$ cat config.mk
export PLATFORM = sky130hd
export DESIGN_NAME = regfile_dump
export DESIGN_NICKNAME = d
export VERILOG_FILES = /design/src/rtl/regfile_dump_pkg.sv /design/src/rtl/regfile_dump.sv
export SDC_FILE = /design/constraint.sdc
export NUM_CORES = 1
export LEC_CHECK = 0
export ABC_CLOCK_PERIOD_IN_PS = 5030
export BUFFER_PORTS_ARGS = -buffer_cell sky130_fd_sc_hd__buf_2
export CAP_MARGIN = 20
export CORE_AREA = 2 2 51 53
export CTS_CLUSTER_SIZE = 28
export DETAILED_ROUTE_END_ITERATION = 8
export DIE_AREA = 0 0 53 55
export HOLD_SLACK_MARGIN = 0.05
export PLACE_DENSITY = 0.79
export SETUP_SLACK_MARGIN = 0.2
export SLEW_MARGIN = 30
export SYNTH_ARGS = -nofsm -noshare
export SYNTH_HDL_FRONTEND = slang
export SYNTH_SLANG_ARGS = --single-unit
$ cat constraint.sdc
create_clock -name clk -period 5.03 [get_ports clk]
set_clock_uncertainty 0.2 [all_clocks]
set_input_delay 0.503 -clock clk [delete_from_list [all_inputs] [get_ports clk]]
set_output_delay 0.503 -clock clk [all_outputs]
set_load 0.005 [all_outputs]
$ cat src/rtl/regfile_dump_pkg.sv
// Shared constants and FSM state type for the register-file dump sweeper.
package regfile_dump_pkg;

  localparam int unsigned DATA_W = 8;
  localparam int unsigned ADDR_W = 4;
  localparam int unsigned NREGS  = 16;

  typedef enum logic [1:0] {
    StIdle,
    StFetch,
    StSend
  } state_e;

endpackage

$ cat src/rtl/regfile_dump.sv
// Walks a wrapping range of register indices through a spare regfile read port and
// streams each byte out over valid/ready, pulsing done after the final handshake.
module regfile_dump
  import regfile_dump_pkg::*;
(
  input  logic              clk,
  input  logic              reset_n,
  input  logic              start,
  input  logic [ADDR_W-1:0] first_idx,
  input  logic [ADDR_W-1:0] last_idx,
  output logic [ADDR_W-1:0] rd_idx,
  input  logic [DATA_W-1:0] rd_data,
  output logic              m_valid,
  input  logic              m_ready,
  output logic [DATA_W-1:0] m_data,
  output logic [ADDR_W-1:0] m_idx,
  output logic              m_last,
  output logic              busy,
  output logic              done
);

  state_e            state;
  logic [ADDR_W-1:0] cur_idx;
  logic [ADDR_W-1:0] end_idx;
  logic [ADDR_W-1:0] cur_next;

  // Index arithmetic wraps at NREGS, so a range with first > last crosses the top.
  assign cur_next = (cur_idx == ADDR_W'(NREGS - 1)) ? '0 : cur_idx + 1'b1;

  assign rd_idx = cur_idx;
  assign busy   = (state != StIdle);

  always_ff @(posedge clk or negedge reset_n) begin
    if (!reset_n) begin
      state   <= StIdle;
      cur_idx <= '0;
      end_idx <= '0;
      m_valid <= 1'b0;
      m_data  <= '0;
      m_idx   <= '0;
      m_last  <= 1'b0;
      done    <= 1'b0;
    end else begin
      done <= 1'b0;
      unique case (state)
        StIdle: begin
          if (start) begin
            cur_idx <= first_idx;
            end_idx <= last_idx;
            state   <= StFetch;
          end
        end
        StFetch: begin
          m_data  <= rd_data;
          m_idx   <= cur_idx;
          m_last  <= (cur_idx == end_idx);
          m_valid <= 1'b1;
          state   <= StSend;
        end
        StSend: begin
          if (m_valid && m_ready) begin
            m_valid <= 1'b0;
            if (cur_idx == end_idx) begin
              done  <= 1'b1;
              state <= StIdle;
            end else begin
              cur_idx <= cur_next;
              state   <= StFetch;
            end
          end
        end
        default: state <= StIdle;
      endcase
    end
  end

endmodule
==> impl_metrics.csv <==
group,metric,value,unit
status,status,"completed",
clocking,tritoncts,"done",
clocking,clockBufferDepth,2,
clocking,clk_latency,0.30,ns
hold_path,holdPathStages,2,
sta,fin_crit_sh,38.0,%
setup_path,crit_path_cell_trace,"or2_2 > buf_2",
setup_path,critPathLaunchType,"flop",
job,cap_violations,0,
floorplanning,initial_core_util,49.2,%
floorplanning,die_y,55,microns
sta,holdWs,0.164,ns
power_and_ir_drop,switching_power,0.000325,W
logic_synthesis,ys_warn_count,0,
clocking,h-tree-depth,1,
logic_synthesis,ys_seq_area_share,53.8,%
routing,dr.pass1.iters,4,
sta,setup_violations,0,
global_route,antenna_found_initial,0,
floorplanning,die-area,0.00292,sq mm
setup_path,slowest_stage,"dfrtp_1",
sta,hold_viol,0,
global_route,grt_max_degree,26,
logic_synthesis,ys_seq_elements,25,
routing,drt_wl_total,2.16,mm
power_and_ir_drop,p_leak,0.673,nW
setup_path,required,4.33,ns
placed_design,io_buffers,39,
logic_synthesis,yosysUniqueCellTypes,33,
sta,fin_crit,1.91,ns
clocking,cts_resized,0,
setup_path,worstSetupPathType,"flop to output pin",
logic_synthesis,avgSynthCellArea,13.7,sq um
clocking,cts.sinks,25,
power_and_ir_drop,internal-power,0.000570,W
routing,drc,0,
logic_synthesis,syn_nets,106,
floorplanning,design.core.area,0.00236,sq mm
routing,vias_per_cell,5.11,
setup_path,reg2reg_depth,4,
setup_path,crit_cells,2,
setup_path,cp.arrival,1.21,ns
routing,drtIter0Drc,13,
power_and_ir_drop,seq_power_share,44.0,%
global_route,grt_util_all_layers,17.0,%
setup_path,worst-path-max-fanout,5,
sta,slew_violations,0,
hold_path,hold_class,"input port to flop",
cells_and_area,nets,148,
routing,ant_nets,0,
cells_and_area,syn_to_final_growth,21.3,%
clocking,cts_made_buffers,3,
power_and_ir_drop,comb_power_share,46.4,%
logic_synthesis,synthCells,85,
placed_design,dp_hpwl,1.67,mm
clocking,root_buffer,"clkbuf_4",
sta,max_freq,0.523,GHz
sta,fin_setup_tns,0,ns
power_and_ir_drop,p_per_area,635,mW/mm^2
setup_path,cp-end-kind,"output pin",
placed_design,gp_congestion,0.802,
setup_path,path_buf_inv,1,
routing,vias,797,
power_and_ir_drop,power_frac_clock,9.6,%
sta,slew_headroom,51.6,%
power_and_ir_drop,power,0.000896,W
floorplanning,die_width,53,microns
global_route,grt_pass1_wl,3.57,mm
power_and_ir_drop,peakVddDrop,0.371,mV
routing,wl_per_cell,13.9,microns
cells_and_area,drive_above_1_share,49.2,%
floorplanning,ios,40,
setup_path,crit_family,"flip-flops",
clocking,ctsHoldBuffers,1,
power_and_ir_drop,p_sw_share,36.3,%
floorplanning,fp-row-count,18,
logic_synthesis,synth_area,0.00116,sq mm
clocking,clk_pin_slew,0.13,ns
global_route,gr-total-overflow,0,
cells_and_area,antenna_cells,0,
sta,rsz0062_at_grt,"no",
sta,tightestPinTransition,0.723,ns
setup_path,critPathMaxStageDelay,0.47,ns
global_route,grt_pass1_vias,812,
clocking,postCtsSetupRepairBufs,0,
## cells in the final DEF (no fill, tap or decap)
cell / netlist / layout
buf_2: 1 / 39
dfrtp_1: 25 / 25
mux2_2: 9 / 9
mux2_1: 7 / 7
nand2_1: 4 / 4
xnor2_1: 3 / 3
inv_1: 3 / 3
a21oi_1: 3 / 3
nor2_1: 3 / 3
clkbuf_4: 0 / 3
nor3_1: 2 / 2
mux2i_1: 2 / 2
nor2b_2: 1 / 2
mux2_4: 2 / 2
or2_2: 1 / 1
nand2b_2: 1 / 1
xnor2_4: 1 / 1
nand4_2: 1 / 1
a311oi_1: 1 / 1
nor3b_4: 1 / 1
o21bai_2: 1 / 1
o21a_4: 1 / 1
a211oi_1: 1 / 1
and3_1: 1 / 1
nor3b_1: 1 / 1
a31o_1: 1 / 1
a21o_1: 1 / 1
o21ai_0: 1 / 1
nand4b_1: 1 / 1
a31oi_1: 1 / 1
ha_1: 1 / 1
clkbuf_1: 0 / 1
dlygate4sd3_1: 0 / 1
## Yosys cell counts, drive strengths merged
cell / number / area share [%]
and3: 1 / 0.54
dfrtp: 25 / 54
mux2i: 2 / 1.7
a311oi: 1 / 0.75
a31oi: 1 / 0.54
a21o: 1 / 0.65
nand2b: 1 / 0.75
nand4b: 1 / 0.75
a21oi: 3 / 1.3
ha: 1 / 1.1
o21ai: 1 / 0.43
mux2: 18 / 18
nor3: 2 / 0.86
nor2: 3 / 0.97
nand2: 4 / 1.3
inv: 3 / 0.97
nor3b: 2 / 2.3
buf: 3 / 2.0
a211oi: 1 / 0.65
xnor2: 4 / 4.6
or2: 1 / 0.54
o21a: 1 / 1.3
nand4: 1 / 1.1
a31o: 1 / 0.75
nor2b: 2 / 1.3
o21bai: 1 / 0.97
## power by group through the flow
| stage | combinational, W | sequential [W] | clock (W) |
|---|---|---|---|
| floorplan | 0.000302 | 0.000384 | 0 |
| global placement | 0.000401 | 0.000392 | 0 |
| detailed placement | 0.000420 | 0.000401 | 0 |
| CTS | 0.000422 | 0.000396 | 0.0000889 |
| global route | 0.000459 | 0.000412 | 0.0000975 |
| finish | 0.000415 | 0.000394 | 0.0000862 |
## per-layer routing
layer	global-route usage (%)	share of wire (%)	vias up
met5	0	0	-
met4	2.99	0.97	0
met3	3.49	6.9	2
met2	32.1	50	29
met1	20.3	42	387
li1	-	-	379
## worst register-to-register path: stages, from the launching register on
cell,delay [ns]
dfrtp_1,0.47
nor3b_4,0.36
o21bai_2,0.22
o21a_4,0.19
mux2_4,0.30
## through the flow
step                      instance area [sq um]  utilization, %  setup WS, ns  cells
after floorplan                            1160               -          3.31     85
after global placement                     1370            58.0          2.91    151
final                                      1410            59.6          3.12    156
after global routing                       1410            59.6          3.06    156
after CTS                                  1410            59.6          3.11    156
after detailed placement                   1370            58.1          3.09    151
## logic make-up after synthesis
logic type / after synthesis / share of synthesized area [%]
AO/OA/AOI/OAI: 11 / 7.32
flip-flops: 25 / 53.8
multiplexers: 20 / 19.8
buffers and inverters: 6 / 3.01
AND/OR/NAND/NOR: 18 / 10.3
adder cells (fa/ha/maj): 1 / 1.08
XOR/XNOR: 4 / 4.63
## sequential cells by signal, summed over array words and instances (netlist names)
register / count
m_idx: 4
state: 2
m_valid: 1
rd_idx: 4
m_data: 8
end_idx: 4
done: 1
m_last: 1
## final cells by class
| type | count | area (sq um) |
|---|---|---|
| multi-input combinational | 54 | 504 |
| clock buffer | 4 | 26.3 |
| sequential | 25 | 626 |
| fill | 214 | 955 |
| inverter | 3 | 11.3 |
| timing repair buffer | 40 | 205 |
| tap | 30 | 37.5 |
## final timing paths
path | from | to | slack (ns)
setup / recovery | state[1]$_DFFE_PN0P_ | busy | 3.12
hold reg to reg | m_data[4]$_DFFE_PN0P_ | m_data[4]$_DFFE_PN0P_ | 0.30
setup reg to reg | state[1]$_DFFE_PN0P_ | rd_idx[1]$_DFFE_PN0P_ | 3.18
max in group asynchronous | reset_n | m_idx[3]$_DFFE_PN0P_ | 3.75
hold / removal | m_ready | m_valid$_DFFE_PN0P_ | 0.16
min in group asynchronous | reset_n | end_idx[2]$_DFFE_PN0P_ | 0.51
No activity file was read; power rests on OpenSTA's default activity.
